[src/rtl/pc_fetch_unit_if.sv]
// pc_fetch_unit_if
//   Instruction-memory port between the fetch unit (master) and the
//   instruction memory (slave).
//
//   Handshake: a request transfers on a rising edge where imem_req_valid
//   and imem_req_ready are both 1. While valid is high and ready is low,
//   the master holds imem_req_addr stable and keeps valid asserted.
//   imem_rsp_valid is a one-cycle strobe qualifying imem_rsp_data. The
//   memory returns it no earlier than the cycle after the request
//   transferred. The response carries no ready because the master is
//   always able to take it.
//
//   Signals:
//     imem_req_valid  master->slave  fetch request valid
//     imem_req_addr   master->slave  fetch address (word aligned)
//     imem_req_ready  slave->master  memory accepts the request this cycle
//     imem_rsp_valid  slave->master  instruction word valid this cycle
//     imem_rsp_data   slave->master  returned instruction word
interface pc_fetch_unit_if;
    logic        imem_req_valid;
    logic [31:0] imem_req_addr;
    logic        imem_req_ready;
    logic        imem_rsp_valid;
    logic [31:0] imem_rsp_data;

    modport master (
        output imem_req_valid,
        output imem_req_addr,
        input  imem_req_ready,
        input  imem_rsp_valid,
        input  imem_rsp_data
    );

    modport slave (
        input  imem_req_valid,
        input  imem_req_addr,
        output imem_req_ready,
        output imem_rsp_valid,
        output imem_rsp_data
    );
endinterface

[src/rtl/pc_fetch_unit.sv]
// pc_fetch_unit
//   Owns the architectural PC of the single-cycle RV32I core. It fetches
//   one instruction per PC over the imem port, holds the returned word for
//   decode until the core pulses advance, and then selects the next PC.
//   A misaligned next PC freezes the unit in a sticky trap state until
//   reset.
//
//   Ports:
//     clk, rst         clock; synchronous active-high reset
//     imem             instruction-memory port (master side)
//     pc_control       next-PC select: 00/11 pc+4, 01 branch, 10 jump
//     branch_target    taken-branch address
//     jump_target      JAL/JALR address
//     advance          core finished the presented instruction (EXEC only)
//     pc               current PC register
//     instr            captured instruction word
//     instr_valid      instr belongs to the instruction at pc
//     misaligned_trap  sticky: a selected next PC was not word aligned
//     retired_count    accepted advance pulses, wraps modulo 2^32
//     dbg_state        FSM state: 0 IDLE, 1 REQ, 2 WAIT, 3 EXEC, 4 TRAP
//
//   RESET_PC must be word aligned.
module pc_fetch_unit #(
    parameter logic [31:0] RESET_PC = 32'h0000_0000
) (
    input  logic                   clk,
    input  logic                   rst,
    pc_fetch_unit_if.master        imem,
    input  logic [1:0]             pc_control,
    input  logic [31:0]            branch_target,
    input  logic [31:0]            jump_target,
    input  logic                   advance,
    output logic [31:0]            pc,
    output logic [31:0]            instr,
    output logic                   instr_valid,
    output logic                   misaligned_trap,
    output logic [31:0]            retired_count,
    output logic [2:0]             dbg_state
);

    typedef enum logic [2:0] {
        S_IDLE = 3'd0,
        S_REQ  = 3'd1,
        S_WAIT = 3'd2,
        S_EXEC = 3'd3,
        S_TRAP = 3'd4
    } state_t;

    state_t      state_q, state_d;
    logic [31:0] pc_q, pc_d;
    logic [31:0] instr_q, instr_d;
    logic        trap_q, trap_d;
    logic [31:0] retired_q, retired_d;
    logic [31:0] next_pc;

    // Next-PC select. The reserved code 11 falls through to sequential.
    always_comb begin
        next_pc = pc_q + 32'd4;
        case (pc_control)
            2'b01:   next_pc = branch_target;
            2'b10:   next_pc = jump_target;
            default: next_pc = pc_q + 32'd4;
        endcase
    end

    always_comb begin
        state_d   = state_q;
        pc_d      = pc_q;
        instr_d   = instr_q;
        trap_d    = trap_q;
        retired_d = retired_q;

        case (state_q)
            S_IDLE: begin
                state_d = S_REQ;
            end
            S_REQ: begin
                if (imem.imem_req_ready) begin
                    state_d = S_WAIT;
                end
            end
            S_WAIT: begin
                // Responses are only captured here; strays in any other
                // state are dropped.
                if (imem.imem_rsp_valid) begin
                    instr_d = imem.imem_rsp_data;
                    state_d = S_EXEC;
                end
            end
            S_EXEC: begin
                if (advance) begin
                    retired_d = retired_q + 32'd1;
                    // A misaligned target counts as retired but leaves pc
                    // pointing at the instruction that produced it.
                    if (next_pc[1:0] != 2'b00) begin
                        trap_d  = 1'b1;
                        state_d = S_TRAP;
                    end else begin
                        pc_d    = next_pc;
                        state_d = S_REQ;
                    end
                end
            end
            S_TRAP: begin
                state_d = S_TRAP;
            end
            default: begin
                state_d = S_IDLE;
            end
        endcase
    end

    always_ff @(posedge clk) begin
        if (rst) begin
            state_q   <= S_IDLE;
            pc_q      <= RESET_PC;
            instr_q   <= 32'd0;
            trap_q    <= 1'b0;
            retired_q <= 32'd0;
        end else begin
            state_q   <= state_d;
            pc_q      <= pc_d;
            instr_q   <= instr_d;
            trap_q    <= trap_d;
            retired_q <= retired_d;
        end
    end

    assign imem.imem_req_valid = (state_q == S_REQ);
    assign imem.imem_req_addr  = pc_q;

    assign pc              = pc_q;
    assign instr           = instr_q;
    assign instr_valid     = (state_q == S_EXEC);
    assign misaligned_trap = trap_q;
    assign retired_count   = retired_q;
    assign dbg_state       = state_q;

endmodule

[src/flat_wrapper.sv]
// flat-port wrapper written by rule: the top's interface ports become plain ports
module pc_fetch_unit_flat 
#(
    parameter logic [31:0] RESET_PC = 32'h0000_0000
)
  (clk, rst, pc_control, branch_target, jump_target, advance, pc, instr, instr_valid, misaligned_trap, retired_count, dbg_state, imem_imem_req_valid, imem_imem_req_addr, imem_imem_req_ready, imem_imem_rsp_valid, imem_imem_rsp_data);
  pc_fetch_unit_if imem_i ();
  input  logic clk;
  input  logic rst;
  input  logic [1:0] pc_control;
  input  logic [31:0] branch_target;
  input  logic [31:0] jump_target;
  input  logic advance;
  output logic [31:0] pc;
  output logic [31:0] instr;
  output logic instr_valid;
  output logic misaligned_trap;
  output logic [31:0] retired_count;
  output logic [2:0] dbg_state;
  output wire logic [$bits(imem_i.imem_req_valid)-1:0] imem_imem_req_valid;
  output wire logic [$bits(imem_i.imem_req_addr)-1:0] imem_imem_req_addr;
  input wire logic [$bits(imem_i.imem_req_ready)-1:0] imem_imem_req_ready;
  input wire logic [$bits(imem_i.imem_rsp_valid)-1:0] imem_imem_rsp_valid;
  input wire logic [$bits(imem_i.imem_rsp_data)-1:0] imem_imem_rsp_data;
  assign imem_imem_req_valid = imem_i.imem_req_valid;
  assign imem_imem_req_addr = imem_i.imem_req_addr;
  assign imem_i.imem_req_ready = imem_imem_req_ready;
  assign imem_i.imem_rsp_valid = imem_imem_rsp_valid;
  assign imem_i.imem_rsp_data = imem_imem_rsp_data;
  pc_fetch_unit #(.RESET_PC(RESET_PC)) u_core (.clk(clk), .rst(rst), .imem(imem_i), .pc_control(pc_control), .branch_target(branch_target), .jump_target(jump_target), .advance(advance), .pc(pc), .instr(instr), .instr_valid(instr_valid), .misaligned_trap(misaligned_trap), .retired_count(retired_count), .dbg_state(dbg_state));
endmodule
[config.mk]
export PLATFORM = sky130hd
export DESIGN_NAME = pc_fetch_unit_flat
export DESIGN_NICKNAME = d
export VERILOG_FILES = /design/src/rtl/pc_fetch_unit_if.sv /design/src/rtl/pc_fetch_unit.sv /design/src/flat_wrapper.sv
export SDC_FILE = /design/constraint.sdc
export NUM_CORES = 1
export LEC_CHECK = 0
export ABC_CLOCK_PERIOD_IN_PS = 4100
export BUFFER_PORTS_ARGS = -buffer_cell sky130_fd_sc_hd__buf_2
export CAP_MARGIN = 15
export CORE_UTILIZATION = 51
export CTS_CLUSTER_SIZE = 12
export DETAILED_ROUTE_END_ITERATION = 8
export GPL_TIMING_DRIVEN = 0
export HOLD_SLACK_MARGIN = 0.02
export PLACE_DENSITY_LB_ADDON = 0.08
export SYNTH_ARGS = -nofsm -noshare
export SYNTH_HDL_FRONTEND = slang
export SYNTH_SLANG_ARGS = --single-unit
[constraint.sdc]
create_clock -name clk -period 4.1 [get_ports clk]
set_input_delay 0.615 -clock clk [delete_from_list [all_inputs] [get_ports clk]]
set_output_delay 0.615 -clock clk [all_outputs]
set_load 0.02 [all_outputs]
==> flow_metrics.py, run 1 <==
metrics = {
    "timing": {
        "setup_viol": 0,
        "fmaxAchievable_ghz": 0.333,
        "drv_slew": 0,
        "finalHoldViolations": 0,
        "fin_setup_tns_ns": 0,
        "finalCriticalPeriod_ns": 3.01,
        "relSlewSlack_pct": 33.7,
        "fin_worst_skew_ns": 0.0218,
        "min_period_over_period_pct": 73.3,
        "rsz0062_at_grt": "false",
        "worstMarginPinSlew_ns": 0.985,
    },
    "floorplan": {
        "core_um2": 9770,
        "boundaryPins": 237,
        "rows": 36,
        "chipHeight_um": 102,
        "start_util_pct": 52.6,
        "die_x_um": 102,
        "dieArea_um2": 10500,
    },
    "drt": {
        "drcViolationCount": 0,
        "drtAntennaViolNets": 0,
        "post_drt_wl_per_cell_um": 16.1,
        "via_count": 5759,
        "drt_wl_total_um": 16500,
        "firstDrtPassIters": 5,
        "initialDrtViolationCount": 375,
        "via_per_inst": 5.60,
    },
    "global_route": {
        "grtUsageMet1_pct": 36.1,
        "grt_pass1_vias": 5293,
        "grt_overflow": 0,
        "met2_usage_pct": 54.9,
        "grt_pass1_wl_um": 25100,
        "busiest_layer": "met2",
        "gr-usage-all-layers_pct": 30.9,
        "globalRouteMet3Util_pct": 7.80,
        "antenna_found_initial": 0,
        "grt_max_degree": 20,
    },
    "cells_and_area": {
        "area_delta_synth_final_pct": 29.9,
        "antenna_cells": 0,
        "fin_area_um2": 6680,
        "finalNetCount": 997,
        "layout-drive-gt1-share_pct": 33.5,
    },
    "placed_design": {
        "dpl.hpwl_um": 12700,
        "gp_congestion": 0.951,
        "place_area_um2": 6490,
        "port-buffer-count": 235,
    },
    "worst_setup_path": {
        "crit_top_cell": "clkbuf_1",
        "cp-start-kind": "input pin",
        "critPathBufInv": 6,
        "critPathTopFamily": "buffers and inverters",
        "crit_chain": "buf_2, inv_1, ha_1, clkbuf_1, clkinv_1, nor2_1, or3b_4, buf_6, clkbuf_1, a21oi_1, a31oi_1",
        "crit_path_end_kind": "flip-flop",
        "worst_ep_required_time_ns": 4.39,
        "path_max_fanout": 10,
        "slowest_delay_ns": 0.51,
        "worstPathArrival_ns": 3.30,
        "cp_slowest_cell": "clkbuf_1",
        "crit_type": "input pin to flip-flop",
    },
    "yosys": {
        "synth_ff_type": "dfxtp_1",
        "yosys.area.top_type_share_pct": 38.9,
        "synthTopCellsByCount": "nand2_1, dfxtp_1, a21oi_1",
        "synth_top_cell_by_area": "dfxtp_1",
        "yosysUniqueCellTypes": 58,
        "yosysMostFrequentCell": "nand2_1",
        "yosys-top-cells-area": "dfxtp_1, nand2_1, a21oi_1",
        "synth-async-reset-ratio_pct": 0,
        "postSynthCellCount": 644,
        "synth_edf_count": 0,
        "synth_seq_cells": 100,
        "syn_area_um2": 5140,
        "synth-warning-count": 0,
        "yosysSeqAreaShare_pct": 38.9,
        "synth_nets": 751,
        "syn_area_per_cell_um2": 7.99,
    },
    "clocking": {
        "cts_buffer_depth": 2,
        "htree_levels": 3,
        "postCtsHoldBufs": 0,
        "cts_tree": "yes",
        "clock-sinks": 100,
        "ctsResizeCount": 0,
        "cts_setup_buffers": 0,
        "path_clk_slew_ns": 0.10,
        "numCtsBuffers": 9,
        "cts_root_buf": "clkbuf_8",
        "clock_latency_ns": 0.37,
    },
    "run": {
        "cap_violations": 0,
    },
    "min_path": {
        "hp-class": "flip-flop to flip-flop",
    },
    "pwr": {
        "power_density_nw_per_um2": 281,
        "p_leak_nw": 3.03,
        "ir_worst_vdd_mv": 0.178,
    },
    "status": {
        "outcome": "finished, final reports clean",
    },
}
-- logic make-up (layout without fill, tap and decap cells) --
family	count (synthesis)	in the layout	share of synthesized area [%]
XOR/XNOR	27	27	4.60
AND/OR/NAND/NOR	254	254	23.9
multiplexers	4	4	0.778
flip-flops	100	100	38.9
AO/OA/AOI/OAI	170	170	21.7
adder cells (fa/ha/maj)	4	4	0.973
buffers and inverters	85	336	9.12
-- per-layer routing --
layer	vias up	part of all wire, %
met5	-	0
met4	0	2.1
met3	34	9.4
met2	310	49
met1	2644	39
li1	2771	-
-- layout make-up --
class	instances	area [um^2]
flip-flops and latches	100	2000
clock buffers	9	124
inverters	9	33.8
clock inverters	7	70.1
well taps	133	166
plain buffers	76	435
fillers	892	3090
repair buffers	235	1180
multi-input cells	459	2670
-- metrics by stage --
stage                     utilization, %  setup WS, ns  instances  hold slack, ns  power, mW
final                               68.3          1.09       1028           0.453       1.88
after global placement              66.4         0.888       1012           0.438       1.27
after detailed placement            66.4         0.822       1012           0.446       1.28
after CTS                           68.3          1.20       1028           0.458       1.89
after floorplan                        -          1.61        644           0.522       1.16
after global routing                68.3         0.973       1028           0.449       1.96
-- path summary, 6_finish.rpt --
kind                                                    from  slack (ns)  depth (start not counted)                            end
worst max-delay path                           pc_control[0]        1.09                         11  u_core.imem.imem_req_addr[31]
worst min-delay path                        u_core.instr[11]        0.45                          2               u_core.instr[11]
worst max register to register  u_core.imem.imem_req_addr[3]        1.59                          8  u_core.imem.imem_req_addr[24]
worst min register to register              u_core.instr[11]        0.45                          2               u_core.instr[11]
-- power by group --
part / switching, mW / leakage [nW] / internal, mW
combinational: 0.158 / 2.13 / 0.105
sequential: 0.0104 / 0.807 / 0.983
clock: 0.386 / 0.0940 / 0.238
-- registers in the layout (all words and copies together) (netlist names) --
| register | flops |
|---|---|
| u_core.misaligned_trap | 1 |
| u_core.instr | 32 |
| u_core.imem.imem_req_addr | 32 |
| u_core.dbg_state | 3 |
| u_core.retired_count | 32 |
-- cells in the final DEF (no fill, tap or decap), types with 3 or more instances in the layout --
| master | n |
|---|---|
| a22o_1 | 5 |
| and4_1 | 6 |
| inv_8 | 3 |
| nand3_1 | 20 |
| nand2_1 | 106 |
| and2_1 | 3 |
| a21o_1 | 3 |
| xor2_1 | 21 |
| and3_1 | 8 |
| a221oi_1 | 3 |
| dfxtp_1 | 100 |
| a21oi_1 | 61 |
| a211oi_1 | 12 |
| o31ai_1 | 7 |
| o21ai_0 | 22 |
| o22ai_1 | 5 |
| inv_1 | 8 |
| xnor2_1 | 6 |
| buf_4 | 35 |
| clkbuf_1 | 31 |
| mux2i_1 | 4 |
| nor4_1 | 3 |
| ha_1 | 4 |
| or3_1 | 7 |
| nor3b_1 | 4 |
| clkbuf_8 | 9 |
| buf_2 | 238 |
| nor2_1 | 56 |
| nand4_1 | 17 |
| nor3_1 | 11 |
| a31oi_1 | 5 |
| a221o_1 | 13 |
| a22oi_1 | 16 |
| buf_1 | 5 |
-- worst min-delay path, cell delays in order, from the launching register on --
cell,delay [ns]
dfxtp_1,0.31
nand2_1,0.05
a21oi_1,0.05
(Power assumes the default switching activity.)
==> run 2: changes to the inputs <==
Settings changed: ABC_CLOCK_PERIOD_IN_PS 4100 to 3000, CORE_UTILIZATION 51 to 47.
Clock period 4.1 ns to 3 ns, I/O delays scaled along.
==> run 2 against run 1 <==
Compared with the run above: final cell count up 0.29%; combinational power increased by 36%; final area increased by 0.73%; sequential cell count unchanged; via count down 1.2%; critical path depth unchanged; global-route usage decreased by 1.7 points; total power up 47%; hold slack worse by 0.14 ns; clock skew down 0.0077 ns; first-iteration DRC count up 10%.
==> flow_metrics.py, run 2 (synthesis results as in run 1) <==
metrics = {
    "min_path": {
        "hp-class": "input pin to flip-flop",
        "min_from": "imem_imem_rsp_data[28]",
        "hold_end": "u_core.instr[28]",
        "holdPathStages": 3,
    },
    "floorplan": {
        "rows": 37,
        "start_util_pct": 49.2,
        "chipHeight_um": 107,
        "dieArea_um2": 11400,
        "boundaryPins": 237,
        "die_x_um": 107,
        "core_um2": 10500,
    },
    "clocking": {
        "clock-sinks": 100,
        "numCtsBuffers": 9,
        "clock_latency_ns": 0.38,
        "cts_tree": "yes",
        "cts_setup_buffers": 0,
        "path_clk_slew_ns": 0.11,
        "cts_root_buf": "clkbuf_8",
        "ctsResizeCount": 0,
        "postCtsHoldBufs": 0,
        "cts_buffer_depth": 2,
        "htree_levels": 3,
    },
    "global_route": {
        "antenna_found_initial": 0,
        "gr-usage-all-layers_pct": 29.2,
        "grtUsageMet1_pct": 34.6,
        "grt_pass1_vias": 5391,
        "grt_pass1_wl_um": 26100,
        "busiest_layer": "met2",
        "met2_usage_pct": 51.4,
        "grt_max_degree": 17,
        "grt_overflow": 0,
        "globalRouteMet3Util_pct": 5.29,
    },
    "cells_and_area": {
        "finalNetCount": 997,
        "layout-drive-gt1-share_pct": 33.3,
        "stdcell_count": 1031,
        "postLayoutCoreUtil_pct": 64.3,
        "final_common_cell": "buf_2",
        "area_delta_synth_final_pct": 30.8,
        "antenna_cells": 0,
        "fin_area_um2": 6730,
        "final_cell_mix": "buf_2, nand2_1, dfxtp_1, a21oi_1, nor2_1",
        "nFillCells": 946,
    },
    "worst_setup_path": {
        "crit_type": "input pin to flip-flop",
        "regToRegEndpoint": "u_core.imem.imem_req_addr[24]",
        "r2r-start": "u_core.imem.imem_req_addr[2]",
        "reg2reg_slack_ns": 0.50,
        "cp-start-kind": "input pin",
        "worst_ep_required_time_ns": 3.31,
        "path_max_fanout": 10,
        "r2r_cells": 8,
        "crit_path_end_kind": "flip-flop",
        "worstPathArrival_ns": 3.05,
    },
    "timing": {
        "fin_worst_skew_ns": 0.0141,
        "finalCriticalPeriod_ns": 2.74,
        "finalHoldViolations": 0,
        "relSlewSlack_pct": 36.2,
        "hold_slack_ns": 0.312,
        "setup_viol": 0,
        "fmaxAchievable_ghz": 0.364,
        "worstMarginPinSlew_ns": 0.948,
        "drv_slew": 0,
        "min_period_over_period_pct": 91.5,
        "fin_ws_ns": 0.255,
        "rsz0062_at_grt": "false",
    },
    "placed_design": {
        "dp_cells": 1015,
        "dp_slack_ns": -0.106,
        "port-buffer-count": 235,
        "gp_congestion": 0.956,
        "dpl.hpwl_um": 12500,
        "place_area_um2": 6490,
    },
    "run": {
        "cap_violations": 0,
    },
    "status": {
        "outcome": "finished, final reports clean",
    },
    "drt": {
        "via_per_inst": 5.52,
        "initialDrtViolationCount": 414,
        "via_count": 5691,
        "firstDrtPassIters": 5,
        "drcViolationCount": 0,
        "post_drt_wl_per_cell_um": 16.1,
        "drt_wl_total_um": 16600,
        "drtAntennaViolNets": 0,
    },
    "pwr": {
        "p_leak_nw": 3.05,
        "power_density_nw_per_um2": 411,
        "ir_worst_vdd_mv": 0.241,
    },
}
==> run 2: final cells by class <==
class | count | area (um^2) | area share (%)
Clock buffer | 11 | 131 | 1.95
Sequential cell | 100 | 2000 | 29.8
Multi-Input combinational cell | 459 | 2670 | 39.7
Buffer | 76 | 435 | 6.47
Inverter | 9 | 33.8 | 0.502
Tap cell | 136 | 170 | 2.53
Clock inverter | 5 | 108 | 1.60
Timing Repair Buffer | 235 | 1180 | 17.5
==> run 2: power breakdown <==
group	leakage [nW]	internal [mW]	switching [mW]
sequential	0.807	1.34	0.0141
clock	0.119	0.562	0.489
combinational	2.13	0.143	0.214
total	3.05	2.05	0.718
==> run 2: critical path: stages <==
cell	delay [ns]
buf_2	0.09
inv_1	0.04
ha_1	0.27
clkbuf_1	0.32
clkinv_1	0.41
nor2_1	0.31
or3b_4	0.20
buf_6	0.15
clkbuf_1	0.47
a21oi_1	0.15
a31oi_1	0.19
==> run 2: routing by layer <==
layer	part of all wire (%)	up-vias	wire, um
met1	41	2594	6720
li1	-	2765	-
met4	2.5	0	418
met3	8.2	36	1370
met2	49	296	8080
met5	0	-	0
==> run 2: worst max path at each step <==
stage,to,from,cells past startpoint
global placement,u_core.imem.imem_req_addr[23],pc_control[0],11
CTS,u_core.imem.imem_req_addr[31],pc_control[0],11
floorplan,u_core.imem.imem_req_addr[31],pc_control[0],9
global route,u_core.imem.imem_req_addr[31],pc_control[0],11
finish,u_core.imem.imem_req_addr[31],pc_control[0],11
detailed placement,u_core.imem.imem_req_addr[31],pc_control[0],11
==> run 2: per-stage QoR <==
| stage | total power, mW | setup TNS, ns |
|---|---|---|
| 4_1_cts | 2.77 | 0 |
| 2_1_floorplan | 1.59 | 0 |
| 5_1_grt | 2.87 | 0 |
| 3_5_place_dp | 1.74 | -0.364 |
| 3_3_place_gp | 1.74 | -0.153 |
| 6_report | 2.77 | 0 |
==> run 3: changes to the inputs <==
Settings changed: ABC_AREA from default to 1, CORE_UTILIZATION 47 to 49, PLACE_DENSITY from default to 0.81, PLACE_DENSITY_LB_ADDON 0.08 to default.
==> run 3 against run 2 <==
Compared with the run above: non-clock buffer count is 6 lower; total power is 36% higher; sequential share of layout area is 3.2 points lower; synthesized cell count is 45% higher; highest routed layer unchanged; the flow now finishes with violations (DRC); clock skew is 0.0061 ns lower; largest cell class unchanged; global-route usage is 0.83 points lower; final area is 12% higher; routed wire length is 9.5% higher.
==> flow_metrics.py, run 3 <==
metrics = {
    "floorplan": {
        "rows": 39,
        "dieArea_um2": 12400,
        "chipHeight_um": 112,
        "die_x_um": 112,
        "boundaryPins": 237,
        "start_util_pct": 50.8,
        "core_um2": 11600,
    },
    "global_route": {
        "grt_pass1_vias": 6007,
        "met2_usage_pct": 47.5,
        "grt_pass1_wl_um": 28800,
        "grt_max_degree": 20,
        "gr-usage-all-layers_pct": 28.4,
        "grtUsageMet1_pct": 38.0,
        "grt_overflow": 0,
        "globalRouteMet3Util_pct": 3.92,
        "antenna_found_initial": 0,
        "busiest_layer": "met2",
    },
    "yosys": {
        "yosysMostFrequentCell": "nand2_1",
        "synth-warning-count": 0,
        "synth_nets": 1038,
        "synth_edf_count": 0,
        "synthXorXnorAreaFrac_pct": 1.04,
        "syn_area_per_cell_um2": 6.31,
        "synth-adder-area-share_pct": 0.851,
        "synth-async-reset-ratio_pct": 0,
        "synthTopCellsByCount": "nand2_1, nor2_1, dfxtp_1",
        "yosysSeqAreaShare_pct": 34.1,
        "synth_top_cell_by_area": "dfxtp_1",
        "synthMuxAreaShare_pct": 0.170,
        "postSynthCellCount": 931,
        "synth_compound_area_share_pct": 17.6,
        "yosysUniqueCellTypes": 36,
        "synth-simple-area-share_pct": 35.0,
        "synth_seq_cells": 100,
        "synth_ff_type": "dfxtp_1",
        "syn_area_um2": 5880,
        "synth_top_family_by_area": "simple AND/OR/NAND/NOR gates",
        "yosys-top-cells-area": "dfxtp_1, nand2_1, nor2_1",
        "yosys.area.top_type_share_pct": 34.1,
    },
    "drt": {
        "post_drt_wl_per_cell_um": 13.7,
        "drtAntennaViolNets": 0,
        "initialDrtViolationCount": 648,
        "firstDrtPassIters": 7,
        "drcViolationCount": 16,
        "drt_wl_total_um": 18200,
        "via_count": 6942,
        "via_per_inst": 5.24,
    },
    "clocking": {
        "postCtsHoldBufs": 0,
        "cts_root_buf": "clkbuf_16",
        "cts_buffer_depth": 2,
        "ctsResizeCount": 0,
        "htree_levels": 3,
        "path_clk_slew_ns": 0.08,
        "clock_latency_ns": 0.34,
        "clock-sinks": 100,
        "cts_setup_buffers": 0,
        "cts_tree": "yes",
        "numCtsBuffers": 9,
    },
    "timing": {
        "setup_viol": 0,
        "worstMarginPinSlew_ns": 0.662,
        "fmaxAchievable_ghz": 0.511,
        "fin_ws_ns": 1.04,
        "finalHoldViolations": 0,
        "relSlewSlack_pct": 55.8,
        "drv_slew": 0,
        "fin_worst_skew_ns": 0.00802,
        "fin_setup_tns_ns": 0,
        "hold_slack_ns": 0.356,
        "min_period_over_period_pct": 65.3,
        "rsz0062_at_grt": "false",
        "finalCriticalPeriod_ns": 1.96,
    },
    "cells_and_area": {
        "antenna_cells": 0,
        "area_delta_synth_final_pct": 28.1,
        "final_cell_mix": "buf_2, nand2_1, nor2_1, dfxtp_1, o21ai_0",
        "finalNetCount": 1284,
        "layout-drive-gt1-share_pct": 26.2,
        "stdcell_count": 1325,
        "final_common_cell": "buf_2",
    },
    "pwr": {
        "seq_power_share_pct": 42.2,
        "power_density_nw_per_um2": 498,
        "intPower_mw": 2.42,
        "switching_share_pct": 35.5,
        "clock_power_share_pct": 30.9,
        "p_sw_mw": 1.33,
        "comb_power_share_pct": 26.9,
        "p_leak_nw": 3.62,
        "ir_worst_vdd_mv": 0.403,
    },
    "worst_setup_path": {
        "worstPathArrival_ns": 2.24,
        "crit_top_cell": "nand2_1",
        "crit_type": "flip-flop to flip-flop",
        "path_max_fanout": 6,
        "slowest_delay_ns": 0.47,
        "crit_chain": "ha_1, nand2_1, nor2_2, nand2_1, nor2_1, xor2_1, nand2_1, a21oi_1",
        "worst_ep_required_time_ns": 3.28,
        "cp_slowest_cell": "dfxtp_1",
        "cp-start-kind": "flip-flop",
        "crit_path_end_kind": "flip-flop",
    },
    "placed_design": {
        "port-buffer-count": 235,
        "dp_slack_ns": 0.751,
        "gp_congestion": 0.923,
        "dp_cells": 1309,
        "dpl.hpwl_um": 13900,
    },
    "status": {
        "outcome": "complete, but fails checks",
        "violations": "DRC",
    },
    "run": {
        "cap_violations": 0,
    },
    "min_path": {
        "hp-class": "input pin to flip-flop",
    },
}
-- run 3: changes by cell type after synthesis, sizes merged, moves of 8 or more --
| cell | before | now |
|---|---|---|
| nand4 | 18 | 8 |
| xor2 | 21 | 4 |
| nor2 | 56 | 183 |
| or3 | 8 | 0 |
| a22oi | 16 | 0 |
| a221o | 13 | 0 |
| nand2 | 106 | 234 |
| a211oi | 12 | 0 |
| nand3b | 0 | 11 |
| inv | 8 | 70 |
| o21ai | 23 | 81 |
| a22o | 5 | 23 |
| a21oi | 61 | 74 |
| nand3 | 20 | 41 |
-- run 3: per-stage QoR --
stage          util (%)  area [um^2]  power [mW]
2_1_floorplan         -         5880        2.26
3_3_place_gp       62.5         7230        2.60
3_5_place_dp       62.5         7230        2.62
4_1_cts            65.1         7530        3.76
5_1_grt            65.1         7530        3.93
6_report           65.1         7530        3.75
-- run 3: metal layers --
metal	share of wire (%)	vias up
met3	7.9	30
met5	0	-
li1	-	3489
met1	44	3126
met2	46	297
met4	1.8	0
-- run 3: kinds of logic (layout without fill, tap and decap cells) --
family	Yosys count	after routing
AND/OR/NAND/NOR	492	492
AO/OA/AOI/OAI	186	186
buffers and inverters	141	392
flip-flops	100	100
XOR/XNOR	7	7
adder cells (fa/ha/maj)	4	4
multiplexers	1	1
-- run 3: worst paths after layout --
check	from	endpoint	slack (ns)	cells after the start
hold / removal	imem_imem_rsp_data[4]	u_core.instr[4]	0.36	3
setup reg to reg	u_core.imem.imem_req_addr[3]	u_core.imem.imem_req_addr[18]	1.04	8
hold reg to reg	u_core.misaligned_trap	u_core.misaligned_trap	0.46	2
setup / recovery	u_core.imem.imem_req_addr[3]	u_core.imem.imem_req_addr[18]	1.04	8
-- run 3: critical path, delay by kind of cell, from the launching register on --
family	cells	cell delay (ns)
DFF	1	0.47
and+or+nand+nor	5	0.89
xor gates and xnor gates	1	0.17
adders and majority gates	1	0.23
AOI/OAI and AO/OA	1	0.13
-- run 3: area by class of cell --
type,count,area [um^2]
Fill cell,1130,4040
Multi-Input combinational cell,690,3210
Sequential cell,100,2000
Timing Repair Buffer,235,1180
Buffer,70,397
Inverter,71,267
Clock buffer,9,225
Tap cell,143,179
Clock inverter,7,71.3
-- run 3: power by group through the flow --
stage	combinational, mW	clock, mW	sequential (mW)
detailed placement	1.01	0	1.61
finish	1.01	1.16	1.58
global placement	0.994	0	1.61
global route	1.11	1.22	1.60
floorplan	0.502	0	1.76
CTS	1.01	1.17	1.58
